$ cat src/rtl/lenet_pkg.sv
// -----------------------------------------------------------------------------
// lenet_pkg
// Shared constants and types for the pooled feature-map path.
//   POOL_NCH   : channels interleaved in the pooling output stream
//   POOL_NCOL  : pooled columns per pooled row
//   POOL_DW    : default sample width
//   fm_state_t : frame buffer phase (FILL collects a frame, DRAIN streams it)
// -----------------------------------------------------------------------------
package lenet_pkg;

   localparam int POOL_NCH  = 3;
   localparam int POOL_NCOL = 3;
   localparam int POOL_DW   = 8;

   typedef enum logic {
      FILL  = 1'b0,
      DRAIN = 1'b1
   } fm_state_t;

endpackage

$ cat src/rtl/pool_fm_ram.sv
// -----------------------------------------------------------------------------
// pool_fm_ram
// Register-array frame store: one synchronous write port, one combinational
// read port. Contents reset to zero so the read port shows a defined value
// straight out of reset.
// Ports:
//   clk      : clock, rising edge
//   rst_n    : asynchronous active-low reset, clears every word
//   we_i     : write enable
//   waddr_i  : write address
//   wdata_i  : write data
//   raddr_i  : read address
//   rdata_o  : read data (combinational from raddr_i)
// -----------------------------------------------------------------------------
module pool_fm_ram #(
   parameter int DEPTH = 27,
   parameter int DW    = 8,
   parameter int AW    = $clog2(DEPTH)
) (
   input  logic          clk,
   input  logic          rst_n,
   input  logic          we_i,
   input  logic [AW-1:0] waddr_i,
   input  logic [DW-1:0] wdata_i,
   input  logic [AW-1:0] raddr_i,
   output logic [DW-1:0] rdata_o
);

   logic [DW-1:0] mem_q [DEPTH];

   always_ff @(posedge clk or negedge rst_n) begin
      if (!rst_n) begin
         for (int i = 0; i < DEPTH; i++) begin
            mem_q[i] <= '0;
         end
      end else if (we_i && (int'(waddr_i) < DEPTH)) begin
         mem_q[waddr_i] <= wdata_i;
      end
   end

   // Address space is a power of two wider than DEPTH; unused codes read 0.
   assign rdata_o = (int'(raddr_i) < DEPTH) ? mem_q[raddr_i] : '0;

endmodule

$ cat src/rtl/pool_fm_buffer.sv
// -----------------------------------------------------------------------------
// pool_fm_buffer
// Collects one pooled frame from the channel-interleaved pooling stream,
// stores it channel-major, then streams it out one channel plane at a time.
// Ports:
//   clk       : clock, rising edge
//   rst_n     : asynchronous active-low reset
//   cnn_out   : CNN core output strobe
//   pool_flag : pooling-complete level; sample accepted when cnn_out && pool_flag
//   pool_data : pooled sample
//   fm_valid  : output sample valid (high for the whole drain phase)
//   fm_ready  : downstream ready
//   fm_data   : output sample
//   fm_ch     : channel of the current output sample
//   fm_last   : final sample of the frame
//   overflow  : sticky, a sample arrived while draining and was dropped
// -----------------------------------------------------------------------------
module pool_fm_buffer
   import lenet_pkg::*;
#(
   parameter int POOL_ROWS = 3,
   parameter int DW        = POOL_DW
) (
   input  logic          clk,
   input  logic          rst_n,
   input  logic          cnn_out,
   input  logic          pool_flag,
   input  logic [DW-1:0] pool_data,
   output logic          fm_valid,
   input  logic          fm_ready,
   output logic [DW-1:0] fm_data,
   output logic [1:0]    fm_ch,
   output logic          fm_last,
   output logic          overflow
);

   localparam int NPIX  = POOL_NCOL * POOL_ROWS;
   localparam int DEPTH = POOL_NCH * NPIX;
   localparam int AW    = $clog2(DEPTH);
   localparam int CW    = $clog2(POOL_NCH);
   localparam int LW    = $clog2(POOL_NCOL);
   localparam int RW    = (POOL_ROWS > 1) ? $clog2(POOL_ROWS) : 1;

   localparam logic [CW-1:0] CH_LAST   = CW'(POOL_NCH - 1);
   localparam logic [LW-1:0] COL_LAST  = LW'(POOL_NCOL - 1);
   localparam logic [RW-1:0] ROW_LAST  = RW'(POOL_ROWS - 1);
   localparam logic [AW-1:0] RPTR_LAST = AW'(DEPTH - 1);

   fm_state_t     state_q;
   logic          fm_valid_q;
   logic [AW-1:0] rptr_q;

   logic [CW-1:0] wch_q,  wch_d;
   logic [LW-1:0] wcol_q, wcol_d;
   logic [RW-1:0] wrow_q, wrow_d;
   logic          overflow_q, overflow_d;

   logic          accept;
   logic          rd_fire;
   logic          final_hs;
   logic          wr_en;
   logic          frame_end;
   logic [AW-1:0] wr_addr;
   logic [DW-1:0] rd_data;

   // ---------------------------------------------------------------------------
   // Write qualification and write-counter next state
   // ---------------------------------------------------------------------------
   always_comb begin
      accept   = cnn_out && pool_flag;
      rd_fire  = fm_valid_q && fm_ready;
      final_hs = rd_fire && (rptr_q == RPTR_LAST);

      // During DRAIN the only write allowed is the one coinciding with the
      // last handshake: address 0 has been read by then, so it becomes the
      // first sample of the next frame instead of being dropped.
      wr_en     = accept && ((state_q == FILL) || final_hs);
      frame_end = accept && (state_q == FILL) &&
                  (wch_q == CH_LAST) && (wcol_q == COL_LAST) && (wrow_q == ROW_LAST);

      wch_d  = wch_q;
      wcol_d = wcol_q;
      wrow_d = wrow_q;
      if (frame_end) begin
         wch_d  = '0;
         wcol_d = '0;
         wrow_d = '0;
      end else if (wr_en) begin
         if (wch_q == CH_LAST) begin
            wch_d = '0;
            if (wcol_q == COL_LAST) begin
               wcol_d = '0;
               wrow_d = (wrow_q == ROW_LAST) ? '0 : (wrow_q + RW'(1));
            end else begin
               wcol_d = wcol_q + LW'(1);
            end
         end else begin
            wch_d = wch_q + CW'(1);
         end
      end

      overflow_d = overflow_q || (accept && (state_q == DRAIN) && !final_hs);

      // Channel-major placement: plane per channel, raster order inside a plane.
      wr_addr = AW'(int'(wch_q) * NPIX + int'(wrow_q) * POOL_NCOL + int'(wcol_q));
   end

   always_ff @(posedge clk or negedge rst_n) begin
      if (!rst_n) begin
         wch_q      <= '0;
         wcol_q     <= '0;
         wrow_q     <= '0;
         overflow_q <= 1'b0;
      end else begin
         wch_q      <= wch_d;
         wcol_q     <= wcol_d;
         wrow_q     <= wrow_d;
         overflow_q <= overflow_d;
      end
   end

   // ---------------------------------------------------------------------------
   // Phase FSM with registered valid and read pointer
   // ---------------------------------------------------------------------------
   always_ff @(posedge clk or negedge rst_n) begin
      if (!rst_n) begin
         state_q    <= FILL;
         fm_valid_q <= 1'b0;
         rptr_q     <= '0;
      end else begin
         case (state_q)
            FILL: begin
               if (frame_end) begin
                  state_q    <= DRAIN;
                  fm_valid_q <= 1'b1;
               end
            end
            DRAIN: begin
               if (rd_fire) begin
                  if (rptr_q == RPTR_LAST) begin
                     rptr_q     <= '0;
                     state_q    <= FILL;
                     fm_valid_q <= 1'b0;
                  end else begin
                     rptr_q <= rptr_q + AW'(1);
                  end
               end
            end
            default: begin
               state_q    <= FILL;
               fm_valid_q <= 1'b0;
               rptr_q     <= '0;
            end
         endcase
      end
   end

   pool_fm_ram #(
      .DEPTH (DEPTH),
      .DW    (DW),
      .AW    (AW)
   ) u_ram (
      .clk     (clk),
      .rst_n   (rst_n),
      .we_i    (wr_en),
      .waddr_i (wr_addr),
      .wdata_i (pool_data),
      .raddr_i (rptr_q),
      .rdata_o (rd_data)
   );

   // Output fields derive from the held read pointer, so they stay stable
   // while the consumer stalls.
   assign fm_valid = fm_valid_q;
   assign fm_data  = rd_data;
   assign fm_ch    = 2'(int'(rptr_q) / NPIX);
   assign fm_last  = (rptr_q == RPTR_LAST);
   assign overflow = overflow_q;

endmodule

$ cat config.mk
export PLATFORM = sky130hd
export DESIGN_NAME = pool_fm_buffer
export DESIGN_NICKNAME = d
export VERILOG_FILES = /design/src/rtl/lenet_pkg.sv /design/src/rtl/pool_fm_ram.sv /design/src/rtl/pool_fm_buffer.sv
export SDC_FILE = /design/constraint.sdc
export NUM_CORES = 1
export LEC_CHECK = 0
export BUFFER_PORTS_ARGS = -buffer_cell sky130_fd_sc_hd__buf_2
export CAP_MARGIN = 20
export CORE_UTILIZATION = 55
export CTS_BUF_LIST = sky130_fd_sc_hd__clkbuf_2 sky130_fd_sc_hd__clkbuf_4 sky130_fd_sc_hd__clkbuf_8
export DETAILED_ROUTE_END_ITERATION = 10
export PLACE_DENSITY_LB_ADDON = 0.25
export RECOVER_POWER = 100
export SLEW_MARGIN = 30
export SYNTH_ARGS = -nofsm -noshare
export SYNTH_HDL_FRONTEND = slang
export SYNTH_SLANG_ARGS = --single-unit
export TNS_END_PERCENT = 1
$ cat constraint.sdc
create_clock -name clk -period 10.4 [get_ports clk]
set_input_delay 2.08 -clock clk [delete_from_list [all_inputs] [get_ports clk]]
set_output_delay 2.08 -clock clk [all_outputs]
set_load 0.02 [all_outputs]
# [After elaboration in Yosys (flattened, before gate mapping)]
# Cells that the tools add are included.
[word_totals] register_bits=230 latchBits=0 ram_bits=0 romBits=0 in_bits=13 output_inout_bits=13 word_cells=108 mem_count=0
[classes] addsub=6 multipliers=2 div_mod_pow=1 n_lt_le_gt_ge=5 n_eq_ne=7 shift=0 n_mux=28 bitwise=3 n_reduce_logical=22
[ops] op="bitwise mux 216 bit" n=1
[ops] op="binary-select mux 8 bit (select 5 bit)" n=1
[ops] op="demux 8 bit (select 5 bit)" n=1
[ops] op="divider 6 x 5 -> 32 bit, second input constant" n=1
[ops] op="2-to-1 mux 8 bit" n=4
[ops] op="2-to-1 mux 2 bit" n=12
[ops] op="greater-or-equal comparator 6 bit, second input constant" n=2
[ops] op="logical AND 1 bit" n=12
[ops] op="inverter 5 -> 6 bit" n=2
[ops] op="< comparator 5 bit, second input constant" n=2
[ops] op="adder 2 x 1 -> 2 bit, second input constant" n=3
[ops] op="== test 2 bit, second input constant" n=3
[ops] op="< comparator 6 x 1 -> 1 bit, second input constant" n=1
[ops] op="2-to-1 mux 1 bit" n=6
[ops] op="AND reduction 3 bit" n=2
[ops] op="nonzero test 2 bit" n=3
[ops] op="adder 5 x 1 -> 5 bit, second input constant" n=1
[ops] op="adder 5 x 2 -> 5 bit" n=1
[ops] op="adder 5 x 4 -> 5 bit" n=1
[ops] op="== test 5 bit, second input constant" n=1
[ops] op="multiplier 2 x 4 -> 5 bit, second input constant" n=1
[ops] op="2-to-1 mux 5 bit" n=1
[ops] op="multiplier 2 x 2 -> 4 bit, second input constant" n=1
[ops] op="inequality test 2 bit, second input constant" n=2
[ops] op="6 further kinds" n=9

# [Depth between registers and ports, before layout]
[depth] depth_word=9 ltp_mapped=13 mapped_depth_nobuf=10

# [Modules after synthesis]
# From an unflattened synthesis, not the netlist that was laid out.
[hier_totals] hier_cells=866 area_unflattened_um2=11267.1
[by_module_without_submodules] mod="pool_fm_ram" n_inst=1 cells_each=767 area_each_um2=10216.0 seq_area_each_um2=5405.2
[by_module_without_submodules] mod="pool_fm_buffer" n_inst=1 cells_each=99 area_each_um2=1051.0 seq_area_each_um2=350.3

# [Least setup slack after synthesis]
# OpenSTA, ideal clock, no wires.
[synth_path] kind="flip-flop to output port" start="register rptr_q[1]" end="output port fm_ch[0]" t_arrival_ps=2376 required_ps=8320 slack_ps=5944 path_stages_with_launch=9 path_buffers=3 cell_sequence="dfrtp_1 > buf_2 > buf_1 > buf_1 > inv_1 > ha_1 > a31oi_1 > mux2i_1 > a21oi_1"
[synth_via] elab_chain_len=1
[synth_lines] item="from (decl)" line="pool_fm_buffer.sv:51" text="logic [AW-1:0] rptr_q;"
[synth_lines] item="from (signal assigned)" line="pool_fm_buffer.sv:145" text="rptr_q <= rptr_q + AW'(1);"
[synth_lines] item="divider 6 x 5 -> 32 bit" line="pool_fm_buffer.sv:176" text="assign fm_ch = 2'(int'(rptr_q) / NPIX);"
[synth_lines] item="to (decl)" line="pool_fm_buffer.sv:32" text="output logic [1:0] fm_ch,"
# No other way between the ends.

==> flow_summary.html <==
<table>
<tr><th>Metric</th><th>Value</th></tr>
<tr><th colspan="2">Power and ir drop</th></tr>
<tr><td>Leakage power of the design</td><td>between 5 and 6 nW</td></tr>
<tr><td>Sequential power share</td><td>0.450</td></tr>
<tr><td>Power Internal</td><td>roughly 2.2 mW</td></tr>
<tr><td>Sw frac</td><td>0.289</td></tr>
<tr><td>Pwr dens</td><td>249 nW/um^2</td></tr>
<tr><td>Part of the total power dissipated in the clock network</td><td>0.294</td></tr>
<tr><td>Relative contribution of combinational cells to total power</td><td>0.255</td></tr>
<tr><td>Switching power</td><td>between 800 and 900 uW</td></tr>
<tr><td>IR drop worst, VDD</td><td>around 0.00014 V</td></tr>
<tr><th colspan="2">Logic synthesis</th></tr>
<tr><td>Synthesized net count</td><td>between 800 and 900</td></tr>
<tr><td>Count of mapped cells out of synthesis</td><td>815</td></tr>
<tr><td>Cell area after synthesis</td><td>11200 sq um</td></tr>
<tr><td>Synth async-reset ratio</td><td>1.00</td></tr>
<tr><td>Syn. warnings</td><td>0</td></tr>
<tr><td>Seq cells post-synth</td><td>230</td></tr>
<tr><td>Post-synthesis sequential area ratio</td><td>0.512</td></tr>
<tr><td>Main area contributors after synthesis</td><td>dfrtp_1, mux2_2, mux4_2, mux2i_1, nand2_1</td></tr>
<tr><td>Area share of the largest cell type after synthesis</td><td>0.512</td></tr>
<tr><td>Count of cell types in the netlist</td><td>between 50 and 60</td></tr>
<tr><td>Post-synth top area cell</td><td>dfrtp_1</td></tr>
<tr><td>Top FF cell, synth</td><td>dfrtp_1</td></tr>
<tr><td>Count of flip-flops with a built-in enable after synthesis</td><td>0</td></tr>
<tr><td>Mean cell area of the mapped netlist</td><td>approximately 14 sq um</td></tr>
<tr><th colspan="2">Detailed routing</th></tr>
<tr><td>Number of nets with antenna violations after detailed routing</td><td>0</td></tr>
<tr><td>Starting DRT DRC Count</td><td>438</td></tr>
<tr><td>Drt wl/cell</td><td>~23 um</td></tr>
<tr><td>Avg Vias per Cell</td><td>a little over 6</td></tr>
<tr><td>Final wirelength</td><td>approximately 25000 um</td></tr>
<tr><td>DRC</td><td>0</td></tr>
<tr><td>Count of vias placed by the detailed router</td><td>around 7000</td></tr>
<tr><td>Detailed-router iteration count before antenna repair</td><td>5</td></tr>
<tr><th colspan="2">Placement</th></tr>
<tr><td>Count of input and output buffers</td><td>25</td></tr>
<tr><td>Placed Instances</td><td>about 1100</td></tr>
<tr><td>Placer congestion estimate</td><td>roughly 0.91</td></tr>
<tr><td>Area after DPL</td><td>roughly 12000 sq um</td></tr>
<tr><td>HPWL after detailed placement</td><td>~17000 um</td></tr>
<tr><th colspan="2">Finish</th></tr>
<tr><td>Synthesis-to-finish area growth</td><td>9.17%</td></tr>
<tr><td>Fin area</td><td>around 12000 sq um</td></tr>
<tr><td>Antenna diode count</td><td>0</td></tr>
<tr><td>Fraction of final layout cells sized beyond drive strength 1</td><td>0.396</td></tr>
<tr><td>Number of nets in the layout</td><td>between 800 and 900</td></tr>
<tr><td>Final instance count without filler cells</td><td>1131</td></tr>
<tr><th colspan="2">Clock tree</th></tr>
<tr><td>CTS Hold Buffers Added</td><td>0</td></tr>
<tr><td>Number of buffers created by CTS</td><td>40</td></tr>
<tr><td>Clock insertion delay at the later pin of the skew report</td><td>540 ps</td></tr>
<tr><td>Clock slew at the register clock pins of the worst setup and hold paths</td><td>roughly 60 ps</td></tr>
<tr><td>TritonCTS clock tree</td><td>built</td></tr>
<tr><td>Post-CTS Resized</td><td>0</td></tr>
<tr><td>Setup bufs post-CTS</td><td>0</td></tr>
<tr><td>Buffers from clock root to sink, at most</td><td>3</td></tr>
<tr><td>Clock sink total</td><td>between 200 and 250</td></tr>
<tr><td>Cell at the root of the clock tree</td><td>clkbuf_8</td></tr>
<tr><td># H-tree levels</td><td>2</td></tr>
<tr><th colspan="2">Worst setup path</th></tr>
<tr><td>Crit path required time</td><td>9190 ps</td></tr>
<tr><td>Sum of buffers and inverters on the critical path</td><td>1</td></tr>
<tr><td>Register-to-register setup slack</td><td>approximately 5200 ps</td></tr>
<tr><td>WP data arrival</td><td>between 5000 and 6000 ps</td></tr>
<tr><td>Maximum cell stage delay along the critical path</td><td>between 3000 and 4000 ps</td></tr>
<tr><td>Family of cells with the greatest summed delay on the critical path</td><td>buffers and inverters</td></tr>
<tr><td>Critical path class</td><td>in2async</td></tr>
<tr><td>Worst reg-to-reg path cell count</td><td>10</td></tr>
<tr><td>Worst Setup End Kind</td><td>async pin</td></tr>
<tr><td>Highest-delay cell along the critical path</td><td>clkbuf_1</td></tr>
<tr><td>CP Cell Sequence</td><td>clkbuf_1</td></tr>
<tr><td>Startpoint Class</td><td>input port</td></tr>
<tr><td>Critical Path Fanout Max</td><td>90</td></tr>
<tr><td>WP depth</td><td>1</td></tr>
<tr><th colspan="2">Global route</th></tr>
<tr><td>Residual overflow from global routing</td><td>0</td></tr>
<tr><td>First-pass GRT wire length</td><td>between 40000 and 50000 um</td></tr>
<tr><td>Vias in the first global route</td><td>roughly 7600</td></tr>
<tr><td>Met1 track demand over resource in global routing</td><td>0.334</td></tr>
<tr><td>Number of antenna violations at the first check in global routing</td><td>0</td></tr>
<tr><td>Most Crowded Layer GR</td><td>met2</td></tr>
<tr><td>Met2 layer usage reported by global route</td><td>0.428</td></tr>
<tr><td>Pin count of the biggest net entering global routing</td><td>roughly 90</td></tr>
<tr><td>Met3 track utilization from global routing</td><td>0.0450</td></tr>
<tr><td>Global Route Usage Sum</td><td>0.253</td></tr>
<tr><th colspan="2">Timing</th></tr>
<tr><td>Post-route minimum period</td><td>6650 ps</td></tr>
<tr><td>Hold Worst Slack</td><td>just under 500 ps</td></tr>
<tr><td>Unrepaired setup endpoints after global routing</td><td>false</td></tr>
<tr><td>Post-route clock skew</td><td>around 20 ps</td></tr>
<tr><td>Portion of the clock cycle consumed by the worst path in the final layout</td><td>0.640</td></tr>
<tr><td>Hold Fails Final Rpt</td><td>0</td></tr>
<tr><td>Number of failing setup endpoints in the final timing report</td><td>0</td></tr>
<tr><td>Sum of negative setup slack</td><td>0 ps</td></tr>
<tr><td>Number of slew-limit violations in the final report</td><td>119</td></tr>
<tr><td>Actual transition at the worst max-transition pin</td><td>4860 ps</td></tr>
<tr><td>Top achievable clock speed</td><td>around 150 MHz</td></tr>
<tr><td>Max-slew headroom at the worst pin</td><td>-2.24</td></tr>
<tr><th colspan="2">Run status</th></tr>
<tr><td>Run status</td><td>finished with violations</td></tr>
<tr><td>Violated checks</td><td>max-capacitance violations, max-slew violations</td></tr>
<tr><th colspan="2">Floorplan</th></tr>
<tr><td>Standard-cell row count</td><td>51</td></tr>
<tr><td>DIE WIDTH</td><td>~140 um</td></tr>
<tr><td>Starting density of the core</td><td>0.570</td></tr>
<tr><td>Boundary pin count</td><td>26</td></tr>
<tr><td>Die Height</td><td>between 100 and 150 um</td></tr>
<tr><td>Area of the core region</td><td>a little under 20000 sq um</td></tr>
<tr><td>Die outline area</td><td>between 20000 and 25000 sq um</td></tr>
<tr><th colspan="2">Flow run</th></tr>
<tr><td>Max-cap violation count</td><td>6</td></tr>
<tr><th colspan="2">Worst hold path</th></tr>
<tr><td>Number of cells traversed by the worst hold path</td><td>1</td></tr>
<tr><td>Class of the tightest hold or removal check</td><td>reg2reg</td></tr>
</table>
## per-stage QoR
stage / util / total power [mW] / worst slack (ps)
finish: 0.623 / 3.05 / 3750
global route: 0.623 / 3.22 / 2420
CTS: 0.631 / 3.10 / 4800
detailed placement: 0.585 / 2.20 / 5390
global placement: 0.585 / 2.14 / 5070
floorplan: - / 1.97 / 5940
## synth_stat cells, types with 8 or more instances
master      n
buf_1      13
a21oi_1     9
inv_1      11
nand3_1    19
mux2i_1    29
a211oi_1   12
dfrtp_1   230
clkbuf_1   23
mux4_2     35
o21ai_0    23
mux2_4      8
a21oi_2     9
mux2_2    216
nand2_1    54
buf_2      13
ha_1       13
## cells by family after synthesis
kind of cell               count (synthesis)  synth area share
buffers and inverters                     64            0.0236
muxes                                    288             0.323
AOI/OAI and AO/OA                         89            0.0556
DFF                                      230             0.512
and+or+nand+nor                          124            0.0623
xor gates and xnor gates                   4           0.00378
adders and majority gates                 16            0.0198
## worst paths after layout
| kind | from | to |
|---|---|---|
| min reg2reg | u_ram.mem_q[1] | u_ram.mem_q[1] |
| min | u_ram.mem_q[1] | u_ram.mem_q[1] |
| max in group clk | rptr_q[2] | fm_data[6] |
| max reg2reg | wrow_q[0] | u_ram.mem_q[17] |
| max | rst_n | rptr_q[0] |
| min in group asynchronous | rst_n | rptr_q[0] |
## cell usage in the layout (no fill, tap or decap), types with 12 or more instances in the layout
cell / instances
a21oi_1: 18
clkbuf_4: 15
mux4_2: 35
buf_2: 12
a211oi_1: 12
mux2i_1: 29
mux2_1: 12
o21ai_0: 23
nand2_1: 54
clkbuf_1: 13
nand3_1: 20
ha_1: 13
mux2_2: 212
inv_1: 12
dfrtp_1: 228
clkbuf_8: 53
## cell type report
| type | count | area [sq um] |
|---|---|---|
| fill | 1505 | 7440 |
| sequential | 230 | 5760 |
| multi-input combinational | 521 | 5090 |
| clock buffer | 68 | 842 |
| tap | 265 | 332 |
| timing repair buffer | 29 | 146 |
| clock inverter | 5 | 53.8 |
| inverter | 13 | 50.0 |
## power by group through the flow
stage	sequential, mW	combinational (mW)	clock [mW]
2_1_floorplan	1.32	0.650	0
3_3_place_gp	1.37	0.773	0
3_5_place_dp	1.39	0.814	0
4_1_cts	1.37	0.816	0.914
5_1_grt	1.41	0.847	0.961
6_report	1.37	0.780	0.899
## sequential cells by signal (all words and copies together) (netlist names)
signal,flops
overflow,1
wch_q,2
rptr_q,5
wrow_q,2
fm_valid,1
wcol_q,2
u_ram.mem_q,216
state_q,1
## metal layers
| layer | routed length, um | vias up |
|---|---|---|
| met5 | 0 | - |
| li1 | - | 3078 |
| met3 | 1040 | 52 |
| met1 | 11100 | 3715 |
| met4 | 582 | 0 |
| met2 | 12800 | 157 |
Power figures use the tool's default switching activity.
